`config.mk`:
```
export PLATFORM = sky130hd
export DESIGN_NAME = rst_seq_top
export DESIGN_NICKNAME = d
export VERILOG_FILES = /design/src/rtl/rst_seq_pkg.sv /design/src/rtl/rst_seq_clkmon.sv /design/src/rtl/rst_seq_top.sv
export SDC_FILE = /design/constraint.sdc
export NUM_CORES = 1
export LEC_CHECK = 0
export CAP_MARGIN = 20
export CORE_MARGIN = 10
export CORE_UTILIZATION = 35
export DETAILED_ROUTE_END_ITERATION = 16
export GPL_TIMING_DRIVEN = 0
export HOLD_SLACK_MARGIN = 0.02
export PLACE_DENSITY = 0.6
export SLEW_MARGIN = 20
export SYNTH_ARGS = -nofsm -noshare
export SYNTH_HDL_FRONTEND = slang
export SYNTH_SLANG_ARGS = --single-unit
```
`constraint.sdc`:
```
create_clock -name clk_out0 -period 6 [get_ports clk_out0]
set_input_delay 0.6 -clock clk_out0 [delete_from_list [all_inputs] [get_ports clk_out0]]
set_output_delay 0.6 -clock clk_out0 [all_outputs]
set_load 0.02 [all_outputs]
```
`src/rtl/rst_seq_pkg.sv`:
```
// rst_seq_pkg
//  Shared types and constants for the reset sequencer.
//  - state_t   : sequencer FSM states
//  - MON_DIV_W : width of the clk_mon-domain divider whose MSB is monitored
//  - max_int   : helper used to size the shared cycle counter
package rst_seq_pkg;

  typedef enum logic [2:0] {
    HOLD,
    STABLE,
    STAGE,
    RUN,
    FAULT
  } state_t;

  localparam int MON_DIV_W = 3;

  function automatic int max_int(input int a, input int b);
    return (a > b) ? a : b;
  endfunction

endpackage

```
`src/rtl/rst_seq_clkmon.sv`:
```
// rst_seq_clkmon
//  Activity monitor for the second PLL output. A small free-running divider
//  runs on clk_mon; its MSB is brought into clk_out0 through a 2-FF
//  synchroniser and every toggle of the synced MSB restarts a saturating
//  timeout counter. Only built when RST_SEQ_CLKMON_EN is defined.
// Ports
//  clk_out0    in   sequencer clock
//  arst_n      in   asynchronous active-low reset (clears both clock domains)
//  clk_mon     in   monitored clock
//  mon_en      in   1 = count towards a timeout; 0 = hold the timeout counter at zero
//  mon_edge    out  1 = synced divider MSB toggled this cycle
//  mon_timeout out  1 = no activity for MON_TIMEOUT clk_out0 cycles
module rst_seq_clkmon
  import rst_seq_pkg::*;
#(
  parameter int MON_TIMEOUT = 64
) (
  input  logic clk_out0,
  input  logic arst_n,
  input  logic clk_mon,
  input  logic mon_en,
  output logic mon_edge,
  output logic mon_timeout
);

  localparam int TW = $clog2(MON_TIMEOUT + 1);

  logic [MON_DIV_W-1:0] div_q, div_d;
  logic [2:0]           msb_sync_q, msb_sync_d;
  logic [TW-1:0]        tmo_q, tmo_d;

  always_comb begin
    div_d = div_q + MON_DIV_W'(1);
  end

  always_ff @(posedge clk_mon or negedge arst_n) begin
    if (!arst_n) begin
      div_q <= '0;
    end else begin
      div_q <= div_d;
    end
  end

  // Bits [1:0] are the synchroniser, bit [2] keeps the previous synced value
  // so a toggle in either direction counts as activity.
  always_comb begin
    msb_sync_d = {msb_sync_q[1:0], div_q[MON_DIV_W-1]};
  end

  assign mon_edge = msb_sync_q[2] ^ msb_sync_q[1];

  // Saturates at MON_TIMEOUT so a stopped clock keeps reporting a timeout.
  always_comb begin
    tmo_d = tmo_q;
    if (!mon_en || mon_edge) begin
      tmo_d = '0;
    end else if (tmo_q != TW'(MON_TIMEOUT)) begin
      tmo_d = tmo_q + TW'(1);
    end
  end

  assign mon_timeout = (tmo_q == TW'(MON_TIMEOUT));

  always_ff @(posedge clk_out0 or negedge arst_n) begin
    if (!arst_n) begin
      msb_sync_q <= '0;
      tmo_q      <= '0;
    end else begin
      msb_sync_q <= msb_sync_d;
      tmo_q      <= tmo_d;
    end
  end

endmodule

```
`src/rtl/rst_seq_top.sv`:
```
// rst_seq_top
//  Reset sequencer downstream of the top-level PLL. The PLL-qualified async
//  reset is released through a 2-FF synchroniser, then after STABLE_CYC cycles
//  the per-domain resets are released one at a time, STAGE_GAP cycles apart,
//  bit 0 first. A software request puts every domain back into reset and
//  restarts the whole sequence.
//  Optional feature (macro RST_SEQ_CLKMON_EN): monitor clk_mon and force all
//  domains back into reset if it stops; fault_sticky records the event.
// Ports
//  clk_out0     in   sequencer clock
//  arst_n       in   asynchronous active-low reset
//  clk_mon      in   monitored clock (ignored without RST_SEQ_CLKMON_EN)
//  sw_rst_req   in   level: hold everything in reset and rerun the sequence
//  fault_clr    in   pulse: clear fault_sticky
//  rst_n_out    out  per-stage active-low resets, bit 0 released first
//  seq_done     out  1 = all stages released
//  fault_sticky out  1 = clk_mon timeout seen since last clear (0 without the macro)
module rst_seq_top
  import rst_seq_pkg::*;
#(
  parameter int N_STAGE     = 3,
  parameter int STABLE_CYC  = 1024,
  parameter int STAGE_GAP   = 64,
  parameter int MON_TIMEOUT = 64
) (
  input  logic               clk_out0,
  input  logic               arst_n,
  input  logic               clk_mon,
  input  logic               sw_rst_req,
  input  logic               fault_clr,
  output logic [N_STAGE-1:0] rst_n_out,
  output logic               seq_done,
  output logic               fault_sticky
);

  localparam int CW = $clog2(max_int(STABLE_CYC, STAGE_GAP) + 1);
  localparam int IW = $clog2(N_STAGE + 1);

  logic [1:0]         sync_q, sync_d;
  logic               rst_sync_n;
  state_t             state_q, state_d;
  logic [CW-1:0]      cnt_q, cnt_d;
  logic [IW-1:0]      idx_q, idx_d;
  logic [N_STAGE-1:0] rst_q, rst_d;
  logic               done_q, done_d;

  // Async assert, sync de-assert: the FSM only sees the release two edges
  // after arst_n rises.
  always_comb begin
    sync_d = {sync_q[0], 1'b1};
  end

  always_ff @(posedge clk_out0 or negedge arst_n) begin
    if (!arst_n) begin
      sync_q <= '0;
    end else begin
      sync_q <= sync_d;
    end
  end

  assign rst_sync_n = sync_q[1];

`ifdef RST_SEQ_CLKMON_EN
  logic mon_en;
  logic mon_edge;
  logic mon_timeout;
  logic fault_sticky_q, fault_sticky_d;

  assign mon_en = (state_q == STABLE) || (state_q == STAGE) || (state_q == RUN);

  rst_seq_clkmon #(
    .MON_TIMEOUT(MON_TIMEOUT)
  ) u_clkmon (
    .clk_out0   (clk_out0),
    .arst_n     (arst_n),
    .clk_mon    (clk_mon),
    .mon_en     (mon_en),
    .mon_edge   (mon_edge),
    .mon_timeout(mon_timeout)
  );
`else
  logic unused_inputs;
  assign unused_inputs = clk_mon ^ fault_clr ^ (MON_TIMEOUT == 0);
`endif

  // cnt counts cycles inside STABLE and between stage releases; idx is the
  // index of the next stage bit to release.
  always_comb begin
    state_d = state_q;
    cnt_d   = cnt_q;
    idx_d   = idx_q;
    rst_d   = rst_q;
    done_d  = done_q;

    case (state_q)
      HOLD: begin
        rst_d  = '0;
        done_d = 1'b0;
        cnt_d  = '0;
        idx_d  = '0;
        if (rst_sync_n && !sw_rst_req) begin
          state_d = STABLE;
        end
      end
      STABLE: begin
        if (cnt_q == CW'(STABLE_CYC - 1)) begin
          cnt_d    = '0;
          rst_d[0] = 1'b1;
          idx_d    = IW'(1);
          if (N_STAGE == 1) begin
            state_d = RUN;
            done_d  = 1'b1;
          end else begin
            state_d = STAGE;
          end
        end else begin
          cnt_d = cnt_q + CW'(1);
        end
      end
      STAGE: begin
        if (cnt_q == CW'(STAGE_GAP - 1)) begin
          cnt_d = '0;
          for (int k = 0; k < N_STAGE; k++) begin
            if (idx_q == IW'(k)) begin
              rst_d[k] = 1'b1;
            end
          end
          idx_d = idx_q + IW'(1);
          if (idx_q == IW'(N_STAGE - 1)) begin
            state_d = RUN;
            done_d  = 1'b1;
          end
        end else begin
          cnt_d = cnt_q + CW'(1);
        end
      end
      RUN: begin
        cnt_d = '0;
      end
      FAULT: begin
`ifdef RST_SEQ_CLKMON_EN
        if (mon_edge) begin
          state_d = HOLD;
        end
`else
        state_d = HOLD;
`endif
      end
      default: begin
        state_d = HOLD;
      end
    endcase

    // Software request beats everything else and releases nothing until it drops.
    if (sw_rst_req && (state_q != HOLD)) begin
      state_d = HOLD;
      rst_d   = '0;
      done_d  = 1'b0;
      cnt_d   = '0;
      idx_d   = '0;
    end
`ifdef RST_SEQ_CLKMON_EN
    else if (mon_en && mon_timeout) begin
      state_d = FAULT;
      rst_d   = '0;
      done_d  = 1'b0;
      cnt_d   = '0;
      idx_d   = '0;
    end
`endif
  end

  always_ff @(posedge clk_out0 or negedge arst_n) begin
    if (!arst_n) begin
      state_q <= HOLD;
      cnt_q   <= '0;
      idx_q   <= '0;
      rst_q   <= '0;
      done_q  <= 1'b0;
    end else begin
      state_q <= state_d;
      cnt_q   <= cnt_d;
      idx_q   <= idx_d;
      rst_q   <= rst_d;
      done_q  <= done_d;
    end
  end

`ifdef RST_SEQ_CLKMON_EN
  // A new fault on the same edge as fault_clr leaves the flag set.
  always_comb begin
    fault_sticky_d = fault_sticky_q;
    if (fault_clr) begin
      fault_sticky_d = 1'b0;
    end
    if ((state_d == FAULT) && (state_q != FAULT)) begin
      fault_sticky_d = 1'b1;
    end
  end

  always_ff @(posedge clk_out0 or negedge arst_n) begin
    if (!arst_n) begin
      fault_sticky_q <= 1'b0;
    end else begin
      fault_sticky_q <= fault_sticky_d;
    end
  end

  assign fault_sticky = fault_sticky_q;
`else
  assign fault_sticky = 1'b0;
`endif

  assign rst_n_out = rst_q;
  assign seq_done  = done_q;

endmodule

```
==> results of run 1 <==
==> cell type report <==
| cell class | count | share of cell area [%] |
|---|---|---|
| multi-input combinational | 78 | 44.02 |
| sequential | 20 | 40.20 |
| timing repair buffer | 6 | 4.824 |
| tap | 44 | 4.422 |
| clock buffer | 4 | 2.915 |
| inverter | 8 | 2.412 |
| buffer | 2 | 1.206 |
==> critical path: stages (launching register included) <==
cell and delay, ns:
dfrtp_1 0.41, ha_1 0.20, nand3_1 0.23, nor4_1 0.41, o22ai_2 0.17, nor3_1 0.27, mux2_1 0.34
==> layer usage <==
layer / wire (um) / vias to the layer above
li1: - / 381
met3: 69 / 2
met1: 849 / 345
met4: 34 / 0
met2: 863 / 9
met5: 0 / -
==> state kept, by name (all words and copies together), names as in the netlist <==
signal     count
cnt_q         11
idx_q          2
rst_n_out      3
state_q        2
sync_q         2
==> power breakdown <==
group	total, uW	internal (uW)	leakage [uW]	switching [uW]
logic	217	93.3	0.000249	124
registers	176	158	0.000268	18.0
clock network	77.9	37.0	0.0000210	40.9
total	471	288	0.000538	183
==> kinds of logic after synthesis <==
logic type | share of synthesized area (%)
AOI/OAI and AO/OA | 7.894
xor gates and xnor gates | 6.407
adders and majority gates | 9.154
other | 0.6868
DFF | 45.77
buffers and inverters | 4.119
and+or+nand+nor | 21.17
muxes | 4.805
==> per-stage QoR <==
step           instance area, um^2  worst slack [ns]
6_report                      1245             3.881
5_1_grt                       1245             3.701
3_5_place_dp                  1209             3.625
2_1_floorplan                 1094             4.072
3_3_place_gp                  1209             3.637
4_1_cts                       1245             3.829
==> worst max-delay path by stage <==
stage | startpoint | endpoint | slack, ns | depth (start not counted)
after floorplan | cnt_q[7] | state_q[1] | 4.07 | 5
after detailed placement | sw_rst_req | rst_n_out[0] | 3.62 | 6
after CTS | cnt_q[0] | rst_n_out[0] | 3.83 | 6
after global routing | cnt_q[0] | rst_n_out[0] | 3.70 | 6
final | cnt_q[0] | rst_n_out[0] | 3.88 | 6
after global placement | sw_rst_req | rst_n_out[0] | 3.64 | 6
==> layout by cell type (no fill, tap or decap) <==
master	instances
and4_1	2
or3_1	1
o22ai_2	1
ha_1	8
clkdlybuf4s50_1	6
nand2b_1	2
xor2_1	4
nor3_4	1
nand3_1	4
clkbuf_8	1
nor4_4	1
o21ai_0	1
a21oi_1	6
o211ai_1	1
nor2_1	16
xnor2_1	4
conb_1	2
dfrtp_1	20
nand2_1	8
or4_4	1
mux2i_1	3
or2_2	1
clkbuf_4	3
nor3_1	1
nand4_1	2
o21bai_2	1
o21a_1	1
mux2_1	2
inv_1	8
a31oi_1	2
nor4_1	1
and2_1	1
buf_4	2
==> reports/results.ini, run 1 <==
[global_routing]
grt_remaining_overflow=0
grt_util_met3_pct=1.172
grt_pass1_vias=736
grt.busiest_layer=met2
gr-usage-all-layers_pct=7.548
grt_pass1_wl_mm=3.332
grt_max_degree=21
globalRouteMet2Util_pct=11.32
antenna_found_initial=0
met1_usage_pct=9.771

[placed_design]
place_congestion=0.7450
hpwl_mm=1.454
io_buffers=6
dp_cells=158

[synthesis]
syn_nets=121
synth_warnings=0
netlist.area_leader.share_pct=45.77
seq_area_frac_synth_pct=45.77
synth_area_per_cell_um2=10.13
synth_edf_count=0
synth_common_cells=dfrtp_1, nor2_1, ha_1, inv_1, nand2_1
synth_top_cell_by_area=dfrtp_1
yosys_register_bits=20
yosysMostFrequentCell=dfrtp_1
synth.area.top_cells=dfrtp_1, ha_1, nor2_1
synth_ff_type=dfrtp_1
ys_types=30
synthCells=108
syn_area_mm2=0.001094
ys_async_sr_fraction_pct=100.0

[route]
drt_pass1_iterations=4
wl_per_cell_um=11.21
vias=737
drtAntennaViolNets=0
drt_iter0_drc=38
routed_via_density=4.549
drt_wl_total_mm=1.816
drc=0

[clock_tree]
cts_sinks=20
cts_hold_buf=0
cts_buffer_depth=2
cts-root-buf=clkbuf_4
cts_setup_buffers=0
cts_max_level=1
clock_latency_ns=0.29
path_clk_slew_ns=0.11
cts_resized=0
cts_tree=yes
cts_buffers=3

[floorplan]
die_area_mm2=0.005760
die_h_um=75.90
io_pins=10
die_x_um=75.90
placementRows=20
initial_core_util_pct=36.12
coreArea_mm2=0.003028

[timing]
rsz0062_at_grt=no
skew_ns=0.002698
setup_viol=0
period_minus_slack_ns=2.119
fin_setup_tns_ns=0
hold_violations=0
fin_crit_sh_pct=35.31
worst_pin_slew_ns=0.8848
timing.fmax_mhz=472.0
hold_slack_ns=0.3593
final-max-slew-violation-count=0
maxSlewHeadroom_pct=40.83

[worst_setup_path]
critPathMaxFanout=5
cp-start-kind=flip-flop
cp.required_ns=6.19
rrSetupSlack_ns=3.88
r2r-start=cnt_q[0]
r2r_end=rst_n_out[0]
arrival_ns=2.31
worstSetupPathType=flip-flop to flip-flop
rr_worst_depth=6
end_kind=flip-flop

[outcome]
status=finished, final reports clean

[power]
power.density_mw_per_mm2=378.3
p_total_uw=470.9
p_leak_uw=0.0005376
peakVddDrop_mv=0.1529

[worst_hold_path]
hold_path_end=sync_q[1]
hold_class=flip-flop to flip-flop
hp-start=sync_q[0]
hold_depth=0

[flow_run]
max_cap_viol_count=0

[layout]
multi_input_comb_area_um2=548.0
regArea_um2=500.5
syn_to_final_growth_pct=13.84
finalNonFillerCells=162
utilization_pct=41.12
nets=132
drive_gt1_share_pct=10.17
antenna_cells=0
n_fill_cell=305

Power figures use the tool's default switching activity.
==> run 2, diff against run 1 <==
--- a/config.mk
+++ b/config.mk
@@ -11,7 +11,7 @@
 export DETAILED_ROUTE_END_ITERATION = 16
 export GPL_TIMING_DRIVEN = 0
 export HOLD_SLACK_MARGIN = 0.02
-export PLACE_DENSITY = 0.6
+export PLACE_DENSITY = 0.62
 export SLEW_MARGIN = 20
 export SYNTH_ARGS = -nofsm -noshare
 export SYNTH_HDL_FRONTEND = slang
==> constraint.sdc (replaced) <==
create_clock -name clk_out0 -period 1.71 [get_ports clk_out0]
set_input_delay 0.171 -clock clk_out0 [delete_from_list [all_inputs] [get_ports clk_out0]]
set_output_delay 0.171 -clock clk_out0 [all_outputs]
set_load 0.02 [all_outputs]
==> run 2 against run 1 <==
The flow now finishes with violations (setup timing). Critical path type unchanged. Critical path depth fell by 1. Power rose to 4.2 times the previous value. Flip-flop and latch count unchanged. Clock power rose to 4.9 times the previous value.
==> reports/results.ini, run 2 (synthesis results as in run 1) <==
[outcome]
status=complete, but fails checks
failed_checks=setup timing

[route]
routed_via_density=4.667
drt_pass1_iterations=4
drtAntennaViolNets=0
drt_iter0_drc=39
wl_per_cell_um=12.01
drt_wl_total_mm=2.054
vias=798
drc=0

[timing]
setup_viol=15
timing.fmax_mhz=510.7
rsz0062_at_grt=yes
finalWorstSetupSlack_ns=-0.2481
period_minus_slack_ns=1.958
fin_crit_sh_pct=114.5
worst_pin_slew_ns=0.9039
fin_setup_tns_ns=-1.593
skew_ns=0.007678
maxSlewHeadroom_pct=39.55
hold_violations=0
final-max-slew-violation-count=0
hold_slack_ns=0.3685

[worst_setup_path]
cp.required_ns=1.91
cp_num_cells=5
crit_chain=or4_4 -> nor4_4 -> o22ai_2 -> nor3_4 -> mux2_4
critical_path.slowest_cell=or4_4
critPathMaxFanout=3
critPathBufInv=0
slowest_delay_ns=0.54
cp-start-kind=flip-flop
cpLargestDelayFamily=simple AND/OR/NAND/NOR gates
rr_worst_depth=5
end_kind=flip-flop
arrival_ns=2.16
worstSetupPathType=flip-flop to flip-flop

[layout]
syn_to_final_growth_pct=27.57
final_common_cell=dfrtp_1
antenna_cells=0
n_fill_cell=276
mostFrequentLayoutCells=dfrtp_1, nor2_1, buf_4, inv_1
largest_reg_flops=11
nets=141
finalNonFillerCells=171
utilization_pct=46.07
drive_gt1_share_pct=25.20
top_register=cnt_q

[clock_tree]
cts_tree=yes
path_clk_slew_ns=0.12
clock_latency_ns=0.30
cts_sinks=20
cts_buffers=3
cts_max_level=1
cts-root-buf=clkbuf_4
cts_buffer_depth=2
cts_hold_buf=0

[floorplan]
die_area_mm2=0.005760
die_h_um=75.90
io_pins=10
coreArea_mm2=0.003028
die_x_um=75.90
initial_core_util_pct=36.12
placementRows=20

[placed_design]
place_congestion=0.8487
dp_cells=158
hpwl_mm=1.393
io_buffers=6

[flow_run]
max_cap_viol_count=0

[global_routing]
gr-usage-all-layers_pct=7.661
grt_remaining_overflow=0
antenna_found_initial=0
grt_pass1_wl_mm=3.415
grt_max_degree=21
grt_pass1_vias=796

[power]
p_leak_uw=0.0005934
power.density_mw_per_mm2=1427
peakVddDrop_mv=0.5020
p_total_uw=1991

[worst_hold_path]
hold_class=primary input to async pin

run 2: cell count changes in the layout (fill, tap and decap cells not counted), sizes merged:
cell | previous run | this run
bufinv | 0 | 1
clkbuf | 4 | 3
buf | 2 | 11
run 2: path summary, 6_finish.rpt:
kind / start / end / slack (ns)
hold reg to reg: sync_q[0] / sync_q[1] / 0.37
max in group asynchronous: arst_n / state_q[0] / 0.74
min in group clk_out0: sync_q[0] / sync_q[1] / 0.37
setup / recovery: cnt_q[7] / state_q[1] / -0.25
hold / removal: arst_n / cnt_q[3] / 0.37
setup reg to reg: cnt_q[7] / state_q[1] / -0.25
run 2: final cells by class:
type / count / area, um^2 / area share, %
inverters: 8 / 30.03 / 2.152
plain buffers: 2 / 15.01 / 1.076
well taps: 44 / 55.05 / 3.946
repair buffers: 15 / 131.4 / 9.417
clock buffers: 3 / 22.52 / 1.614
flip-flops and latches: 20 / 501.7 / 35.96
clock inverters: 1 / 30.03 / 2.152
multi-input cells: 78 / 609.3 / 43.68
run 2: per-stage QoR:
step           instance area, um^2  worst slack (ns)
6_report                      1395           -0.2481
5_1_grt                       1395           -0.3265
4_1_cts                       1324           -0.3265
3_5_place_dp                  1209           -0.4498
3_3_place_gp                  1209           -0.4334
2_1_floorplan                 1094           -0.2178
run 2: where the power goes:
group / internal (uW) / switching [uW] / total [uW] / leakage, uW
clock network: 237 / 148 / 385 / 0.0000279
registers: 557 / 59.1 / 616 / 0.000267
logic: 473 / 517 / 991 / 0.000299
total: 1270 / 725 / 1990 / 0.000593
run 2: layer usage:
| metal | part of all wire, % | vias to the layer above | routed length (um) | GRT usage, % |
|---|---|---|---|---|
| met5 | 0 | - | 0 | 0 |
| li1 | - | 396 | - | - |
| met2 | 51 | 10 | 1038 | 13.11 |
| met1 | 44 | 390 | 911 | 8.722 |
| met3 | 3.3 | 2 | 68 | 1.432 |
| met4 | 1.8 | 0 | 36 | 4.330 |
run 2: timing repair:
item	in CTS	in global routing
resized for setup	7	9
pin swaps	12	3
setup endpoints to repair	16	18
cloned	0	0
setup buffers	4	5
run 2: worst register-to-register path: cells and delay by family, from the launching register on:
family	cells	cell delay (ns)
AOI/OAI and AO/OA	1	0.16
muxes	1	0.32
DFF	1	0.40
and+or+nand+nor	3	0.98
==> run 3, diff against run 2 <==
--- a/config.mk
+++ b/config.mk
@@ -8,6 +8,7 @@
 export CAP_MARGIN = 20
 export CORE_MARGIN = 10
 export CORE_UTILIZATION = 35
+export CTS_CLUSTER_DIAMETER = 120
 export DETAILED_ROUTE_END_ITERATION = 16
 export GPL_TIMING_DRIVEN = 0
 export HOLD_SLACK_MARGIN = 0.02
==> results of run 3 <==
Final layout, timing and power as in run 2 (identical DEF).
